`config.mk`:
```
export PLATFORM = sky130hd
export DESIGN_NAME = pipeline_ctrl
export DESIGN_NICKNAME = d
export VERILOG_FILES = /design/src/rtl/pipeline_ctrl.sv
export SDC_FILE = /design/constraint.sdc
export NUM_CORES = 1
export LEC_CHECK = 0
export ABC_AREA = 1
export BUFFER_PORTS_ARGS = -buffer_cell sky130_fd_sc_hd__buf_4
export CAP_MARGIN = 20
export CORE_MARGIN = 2
export CORE_UTILIZATION = 43
export CTS_BUF_LIST = sky130_fd_sc_hd__clkbuf_16
export DETAILED_ROUTE_END_ITERATION = 10
export GPL_ROUTABILITY_DRIVEN = 0
export PLACE_DENSITY = 0.77
export SLEW_MARGIN = 20
export SYNTH_ARGS = -nofsm -noshare
export SYNTH_HDL_FRONTEND = slang
export SYNTH_SLANG_ARGS = --single-unit
```
`constraint.sdc`:
```
create_clock -name clk -period 1.62 [get_ports clk]
set_input_delay 0.324 -clock clk [delete_from_list [all_inputs] [get_ports clk]]
set_output_delay 0.324 -clock clk [all_outputs]
set_load 0.005 [all_outputs]
```
`src/rtl/pipeline_ctrl.sv`:
```
// pipeline_ctrl: fetch/decode/execute/mem sequencer (PC redirect, flush, bubbles, halt drain); PIPE_PERF_CNT_EN adds perf counters
module pipeline_ctrl #(
  parameter int ADDR_W       = 8,
  parameter int STALL_CYCLES = 1,
  parameter int DRAIN_CYCLES = 3,
  parameter int CNT_W        = 32
) (
  input  logic              clk,
  input  logic              rst,
  input  logic              start,
  input  logic              dec_load_use,
  input  logic              dec_jump,
  input  logic [ADDR_W-1:0] dec_jump_tgt,
  input  logic              dec_halt,
  input  logic              exe_br_taken,
  input  logic [ADDR_W-1:0] exe_br_tgt,
  output logic              pc_en,
  output logic              pc_load,
  output logic [ADDR_W-1:0] pc_next,
  output logic              if_flush,
  output logic              id_bubble,
  output logic              busy,
  output logic              halted
`ifdef PIPE_PERF_CNT_EN
  ,
  output logic [CNT_W-1:0]  perf_cycles,
  output logic [CNT_W-1:0]  perf_stalls,
  output logic [CNT_W-1:0]  perf_flushes
`endif
);
  localparam int SW = STALL_CYCLES > 1 ? $clog2(STALL_CYCLES) : 1;
  localparam int DW = DRAIN_CYCLES > 1 ? $clog2(DRAIN_CYCLES) : 1;
  typedef enum logic [2:0] {IDLE, RUN, STALL, FLUSH, DRAIN, HALTED} state_t;
  state_t state_q, state_d;
  logic [SW-1:0] stall_q, stall_d;
  logic [DW-1:0] drain_q, drain_d;
  // state and hazard counters; async active-low reset drops any pending redirect
  always_ff @(posedge clk or negedge rst) begin
    if (!rst) begin
      state_q <= IDLE;
      stall_q <= '0;
      drain_q <= '0;
    end else begin
      state_q <= state_d;
      stall_q <= stall_d;
      drain_q <= drain_d;
    end
  end
  // next state and zero-latency pipeline control from state plus this cycle's events
  always_comb begin
    state_d   = state_q;
    stall_d   = stall_q;
    drain_d   = drain_q;
    pc_en     = 1'b0;
    pc_load   = 1'b0;
    pc_next   = '0;
    if_flush  = 1'b0;
    id_bubble = 1'b0;
    halted    = 1'b0;
    case (state_q)
      IDLE, HALTED: begin
        halted = state_q == HALTED;
        if (start && rst) begin
          pc_load  = 1'b1;
          if_flush = 1'b1;
          state_d  = FLUSH;
        end
      end
      RUN: begin
        pc_en = 1'b1;
        if (exe_br_taken) begin
          pc_load   = 1'b1;
          pc_next   = exe_br_tgt;
          if_flush  = 1'b1;
          id_bubble = 1'b1;
          state_d   = FLUSH;
        end else if (dec_jump) begin
          pc_load  = 1'b1;
          pc_next  = dec_jump_tgt;
          if_flush = 1'b1;
          state_d  = FLUSH;
        end else if (dec_halt) begin
          pc_en    = 1'b0;
          if_flush = 1'b1;
          drain_d  = DW'(DRAIN_CYCLES - 1);
          state_d  = DRAIN;
        end else if (dec_load_use) begin
          pc_en     = 1'b0;
          id_bubble = 1'b1;
          stall_d   = SW'(STALL_CYCLES - 1);
          state_d   = STALL;
        end
      end
      STALL: begin
        id_bubble = 1'b1;
        if (exe_br_taken) begin
          pc_load  = 1'b1;
          pc_next  = exe_br_tgt;
          if_flush = 1'b1;
          state_d  = FLUSH;
        end else begin
          state_d = stall_q == '0 ? RUN : STALL;
          stall_d = stall_q == '0 ? stall_q : stall_q - SW'(1);
        end
      end
      FLUSH: begin
        pc_en    = 1'b1;
        if_flush = 1'b1;
        state_d  = RUN;
      end
      DRAIN: begin
        if_flush  = 1'b1;
        id_bubble = 1'b1;
        state_d   = drain_q == '0 ? HALTED : DRAIN;
        drain_d   = drain_q == '0 ? drain_q : drain_q - DW'(1);
      end
      default: state_d = IDLE;
    endcase
  end
  assign busy = state_q inside {RUN, STALL, FLUSH, DRAIN};
`ifdef PIPE_PERF_CNT_EN
  logic perf_clr, stall_evt;
  assign perf_clr  = (state_q == IDLE || state_q == HALTED) && start;
  assign stall_evt = state_q == STALL || (state_q == RUN && state_d == STALL);
  // saturating perf counters; a start clears them, taking precedence over its own redirect
  always_ff @(posedge clk or negedge rst) begin
    if (!rst) begin
      perf_cycles  <= '0;
      perf_stalls  <= '0;
      perf_flushes <= '0;
    end else if (perf_clr) begin
      perf_cycles  <= '0;
      perf_stalls  <= '0;
      perf_flushes <= '0;
    end else begin
      perf_cycles  <= busy && ~&perf_cycles ? perf_cycles + 1'b1 : perf_cycles;
      perf_stalls  <= stall_evt && ~&perf_stalls ? perf_stalls + 1'b1 : perf_stalls;
      perf_flushes <= pc_load && ~&perf_flushes ? perf_flushes + 1'b1 : perf_flushes;
    end
  end
`endif
endmodule
```
==> metrics, run 1 <==
Routed Antenna Nets=0; most frequent cells in the layout=buf_4 (43), nand2_1 (21), inv_1 (14); WHS Path Cells=3; vias in the first global route=just under 900; DRC=0; Tcrit/Tclk final=109%; cell count along the critical path=6; CTS tree=done; Clock Path Buffers=2; FP Rows=14; Worst setup EP type=output port; pre-CTS setup slack=0.0902 ns; met1 usage=a little under a third; synthesized instance count=approximately 110; Die Span Y=43.9 um; failing checks=setup timing; unrepaired setup endpoints after global routing=true; Top FF cell, synth=dfrtp_1; met2 Use GR=between 40% and 50%; routed wire length=2.32 mm; ys async rst share=100%; EDFF count, synth=0; die area=1930 um2; CTS clk-pin slew, worst paths=approximately 0.040 ns; WP data arrival=between 1 and 1.5 ns; first-pass GRT wire length=roughly 3.8 mm; GRT overflow=0; Clock Skews=roughly 0.0063 ns; HP Class=input pin to flip-flop; slowest library cell on the worst path=dfrtp_2; met3 Use GR=under 10%; Worst setup SP type=flip-flop; slowest cell delay on critical path=0.44 ns; worst-margin pin slew=about 0.40 ns; crit path buf inv count=3; die width=between 40 and 50 um; Final Util=73.8%; gr usage total=roughly 27%; # port buffers=36; placed cell area=960 um2; Leakage=a little under 0.6 nW; htree depth=1; CP cell instances=inv_2 > nand3_4 > inv_8 > nand3_2 > a21oi_2 > buf_4; Final Slew Violations=0; net count after synthesis=129; Ys Warns=0; Worst Path Required=1.30 ns; Sink Count=5; Crit Path Category=flip-flop to output port; status=finished, violations left; max-cap viol count=0; DRT iter0 DRCs=21; Top delay family on crit path=flip-flops; final hold violations=0; VDD IR max=1.36 mV; flops & latches, synth=5; post-route cell area=1110 um2; Post-DP HPWL=approximately 1.7 mm; routed vias/inst=5.34; slew margin rel.=about 73%; Root Driver=clkbuf_16; core footprint=1510 um2; fmax=566 MHz; Mapped Area=approximately 700 um2; clk_lat worst skew=between 0.2 and 0.25 ns; routed len/inst=13.9 um; initial antenna violation count=0; total power draw=2.09 mW; Seq/Total Area, Yosys=a little under a fifth; Pwr Density=between 1500 and 2000 nW/um2; largest net degree at the start of global routing=15; Min Clock Period, post-route=between 1.5 and 2 ns; worst-path fanout max=7; final setup vio count=13; most common cell after layout, fill and taps aside=buf_4; GRT Max-Usage Layer=met2; Area Growth Syn to Fin=62.0%; via count=about 890; Syn Area/Cell=roughly 6.5 um2; final worst slack=-0.145 ns; share of layout cells above drive strength 1=a little over 50%; I/O pin cnt=37; TNS Setup=-1.37 ns; initial core utilization=around 46%; Pre-Repair DR Iteration Count=4; CTS Buf Count=3; Ant. Diodes=0; Distinct cells, synth=22; nets=roughly 180; Worst Reg2Reg Path Length in Cells=8
path summary, 6_finish.rpt:
kind / startpoint / slack (ns) / to
setup / recovery: state_q[1] / -0.15 / pc_next[5]
hold / removal: exe_br_taken / 0.43 / state_q[1]
setup reg to reg: state_q[1] / 0.30 / state_q[0]
hold reg to reg: drain_q[1] / 0.50 / drain_q[1]
max in group asynchronous: rst / 0.90 / state_q[0]
min in group asynchronous: rst / 0.50 / drain_q[1]
synth_stat cells (2+ instances only):
library cell	count	area share, %
a21oi_1	4	2.9
a21oi_2	7	8.9
dfrtp_1	5	18
inv_1	14	7.7
inv_2	2	1.1
nand2_1	22	12
nand2_2	4	3.6
nand3_1	10	7.3
nand3_2	6	8.8
nor2_1	8	4.4
nor2_2	3	2.7
o21ai_0	9	6.6
o21ai_1	2	1.5
layer usage:
layer	vias up	routed length (um)	part of all wire, %
met5	-	0	0
met4	0	76	3.3
met3	11	170	7.3
met2	42	1180	51
met1	402	896	39
li1	436	-	-
what timing repair did:
| action | CTS | global route |
|---|---|---|
| cloned | 1 | 0 |
| buffers inserted | 4 | 0 |
| hold endpoints to repair | 5 | 0 |
| hold buffers | 1 | 0 |
| pin swaps | 3 | 1 |
| gates resized for setup | 19 | 0 |
| endpoints found under the setup margin | 12 | 13 |
state kept, by name, summed over array words and instances (netlist names):
register	count
state_q	3
drain_q	2
report_power, final:
group | switching [mW] | total (mW) | leakage (nW) | internal, mW
Combinational | 0.774 | 1.41 | 0.475 | 0.639
Sequential | 0.0763 | 0.261 | 0.0608 | 0.184
Clock | 0.0949 | 0.416 | 0.0423 | 0.321
Total | 0.945 | 2.09 | 0.578 | 1.14
kinds of logic after synthesis:
| family | share of synthesized area, % |
|---|---|
| compound gates | 19.9 |
| fa+ha+maj | 1.82 |
| buf+inv | 15.3 |
| flops | 18.2 |
| simple gates | 44.7 |
area by class of cell:
| class | count | area [um2] |
|---|---|---|
| repair buffers | 44 | 333 |
| inverters | 17 | 71.3 |
| multi-input cells | 80 | 474 |
| fillers | 118 | 395 |
| well taps | 16 | 20.0 |
| flip-flops and latches | 5 | 128 |
| clock buffers | 3 | 75.1 |
| repair inverters | 1 | 6.26 |
| clock inverters | 1 | 3.75 |
tightest hold or removal path: cells and delay by family:
family | cells | cell delay [ns]
AOI/OAI and AO/OA | 2 | 0.19
buffers and inverters | 1 | 0.11
through the flow:
step | hold slack (ns) | std cells
global route | 0.435 | 167
CTS | 0.427 | 167
global placement | 0.135 | 157
floorplan | 0.0284 | 105
detailed placement | 0.139 | 157
finish | 0.426 | 167
Power figures use the tool's default switching activity.
==> run 2: changes to the inputs <==
==> constraint.sdc (replaced) <==
create_clock -name clk -period 1.62 [get_ports clk]
set_input_delay 0.162 -clock clk [delete_from_list [all_inputs] [get_ports clk]]
set_output_delay 0.162 -clock clk [all_outputs]
set_load 0.005 [all_outputs]
==> metrics, run 2 (same netlist as run 1, synthesis figures left out) <==
status=finished, violations left (unchanged); failing checks=setup timing (unchanged); GRT Max-Usage Layer=met2 (unchanged); clock power share=18.1% (was 19.9%); # port buffers=36 (unchanged); htree depth=1 (unchanged); Ant. Diodes=0 (unchanged); Die Span Y=43.9 um (unchanged); core footprint=1510 um2 (unchanged); max-cap viol count=0 (unchanged); Largest regs=state_q: 3 flops, drain_q: 2 flops (unchanged); most frequent cells in the layout=buf_4 (38), nand2_1 (19), inv_1 (12) (was buf_4 (43), nand2_1 (21), inv_1 (14)); gr usage total=20.6% (was 26.9%); Final Util=77.9% (was 73.8%); Pre-Repair DR Iteration Count=4 (unchanged); Min Clock Period, post-route=1.63 ns (was 1.77 ns); most common cell after layout, fill and taps aside=buf_4 (unchanged); Routed Antenna Nets=0 (unchanged); placed cell count=155 (was 157); Worst Path Required=1.46 ns (was 1.30 ns); HP Class=input pin to flip-flop (unchanged); I/O pin cnt=37 (unchanged); final hold violations=0 (unchanged); Area Growth Syn to Fin=71.2% (was 62.0%); die area=1930 um2 (unchanged); non-filler cells, final=165 (was 167); GRT overflow=0 (unchanged); worst-path fanout max=8 (was 7); Sink Count=5 (unchanged); Pwr Density=1860 nW/um2 (was 1880 nW/um2); Power Internal=1.19 mW (was 1.14 mW); combinational power share=70.2% (was 67.6%); met2 Use GR=33.5% (was 47.9%); total power draw=2.19 mW (was 2.09 mW); FP Rows=14 (unchanged); met3 Use GR=3.33% (was 6.67%); initial core utilization=45.5% (unchanged); via count=862 (was 891); Post-DP HPWL=1.45 mm (was 1.67 mm); Worst setup EP type=output port (unchanged); Final Slew Violations=0 (unchanged); Tcrit/Tclk final=100% (was 109%); Leakage=0.582 nW (was 0.578 nW); fmax=615 MHz (was 566 MHz); sw power=0.994 mW (was 0.945 mW); final setup vio count=2 (was 13); Crit Path Category=flip-flop to output port (unchanged); routed vias/inst=5.22 (was 5.34); routed wire length=2.14 mm (was 2.32 mm); first-pass GRT wire length=3.10 mm (was 3.80 mm); Worst setup SP type=flip-flop (unchanged); share of layout cells above drive strength 1=61.7% (was 51.7%); DRC=0 (unchanged); Root Driver=clkbuf_16 (unchanged); VDD IR max=1.39 mV (was 1.36 mV); clk_lat worst skew=0.22 ns (was 0.24 ns); WP data arrival=1.46 ns (was 1.44 ns); nets=174 (was 176); worst-margin pin slew=0.639 ns (was 0.405 ns); initial antenna violation count=0 (unchanged); met1 usage=28.1% (was 30.1%); die width=43.9 um (unchanged); CTS Buf Count=3 (unchanged); Clock Skews=0.00159 ns (was 0.00627 ns); largest net degree at the start of global routing=16 (was 15); DRT iter0 DRCs=14 (was 21); Most flops, register=state_q (unchanged); final worst slack=-0.00580 ns (was -0.145 ns); switch share=45.5% (was 45.2%); routed len/inst=13.0 um (was 13.9 um); Flop pwr share=11.7% (was 12.5%); CTS tree=done (unchanged); CTS clk-pin slew, worst paths=0.03 ns (was 0.04 ns); unrepaired setup endpoints after global routing=true (unchanged); Final Hold Slack=0.258 ns (was 0.426 ns); max FFs per register=3 (unchanged); vias in the first global route=748 (was 893); slew margin rel.=57.4% (was 73.0%); Clock Path Buffers=2 (unchanged)
[run 2: cell types whose count changed in the layout (fill, tap and decap cells not counted), sizes merged]
cell and change:
buf -2
[run 2: stage by stage]
stage	area (um2)	setup WS (ns)	setup TNS [ns]
4_1_cts	1050	0.00645	0
5_1_grt	1170	-0.0971	-0.682
3_3_place_gp	945	0.228	0
3_5_place_dp	945	0.174	0
2_1_floorplan	686	0.400	0
6_report	1170	-0.00580	-0.00994
[run 2: per-layer routing]
metal | wire length, um | vias to the layer above
li1 | - | 433
met1 | 844 | 392
met2 | 1130 | 33
met3 | 142 | 4
met4 | 18 | 0
met5 | 0 | -
[run 2: worst max-delay path, stage by stage, from the launching register on]
cell	delay (ns)
dfrtp_1	0.38
inv_2	0.09
buf_6	0.10
nand3_4	0.18
nand2_8	0.16
o21ai_1	0.08
a21oi_2	0.12
buf_4	0.12
[run 2: layout make-up]
cell class,instances,area [um2]
clock inverter,1,3.75
multi-input combinational,80,542
fill,113,333
timing repair buffer,42,329
timing repair inverter,1,6.26
tap,16,20.0
inverter,17,71.3
clock buffer,3,75.1
sequential,5,126
[run 2: path summary, 6_finish.rpt]
| check | depth (start not counted) | to | slack [ns] | from |
|---|---|---|---|---|
| max in group asynchronous | 2 | state_q[0] | 1.20 | rst |
| min in group asynchronous | 2 | state_q[2] | 0.29 | rst |
| worst min-delay path | 3 | state_q[1] | 0.26 | exe_br_taken |
| worst min register to register | 2 | drain_q[0] | 0.49 | drain_q[0] |
| worst max-delay path | 7 | pc_next[3] | -0.006 | state_q[2] |
| worst max register to register | 9 | state_q[0] | 0.27 | state_q[2] |
[run 2: what timing repair did]
action | CTS | global route
hold endpoints to repair | 5 | 0
endpoints found under the setup margin | 8 | 10
cloned | 0 | 1
buffers inserted | 2 | 2
pin swaps | 0 | 9
hold buffers | 1 | 0
gates resized for setup | 0 | 38
[run 2: power groups by stage]
stage               clock, mW  sequential (mW)  combinational, mW
floorplan                   0            0.233              0.806
global placement            0            0.240               1.16
detailed placement          0            0.245               1.18
CTS                     0.399            0.239               1.22
global route            0.408            0.261               1.69
finish                  0.395            0.256               1.53
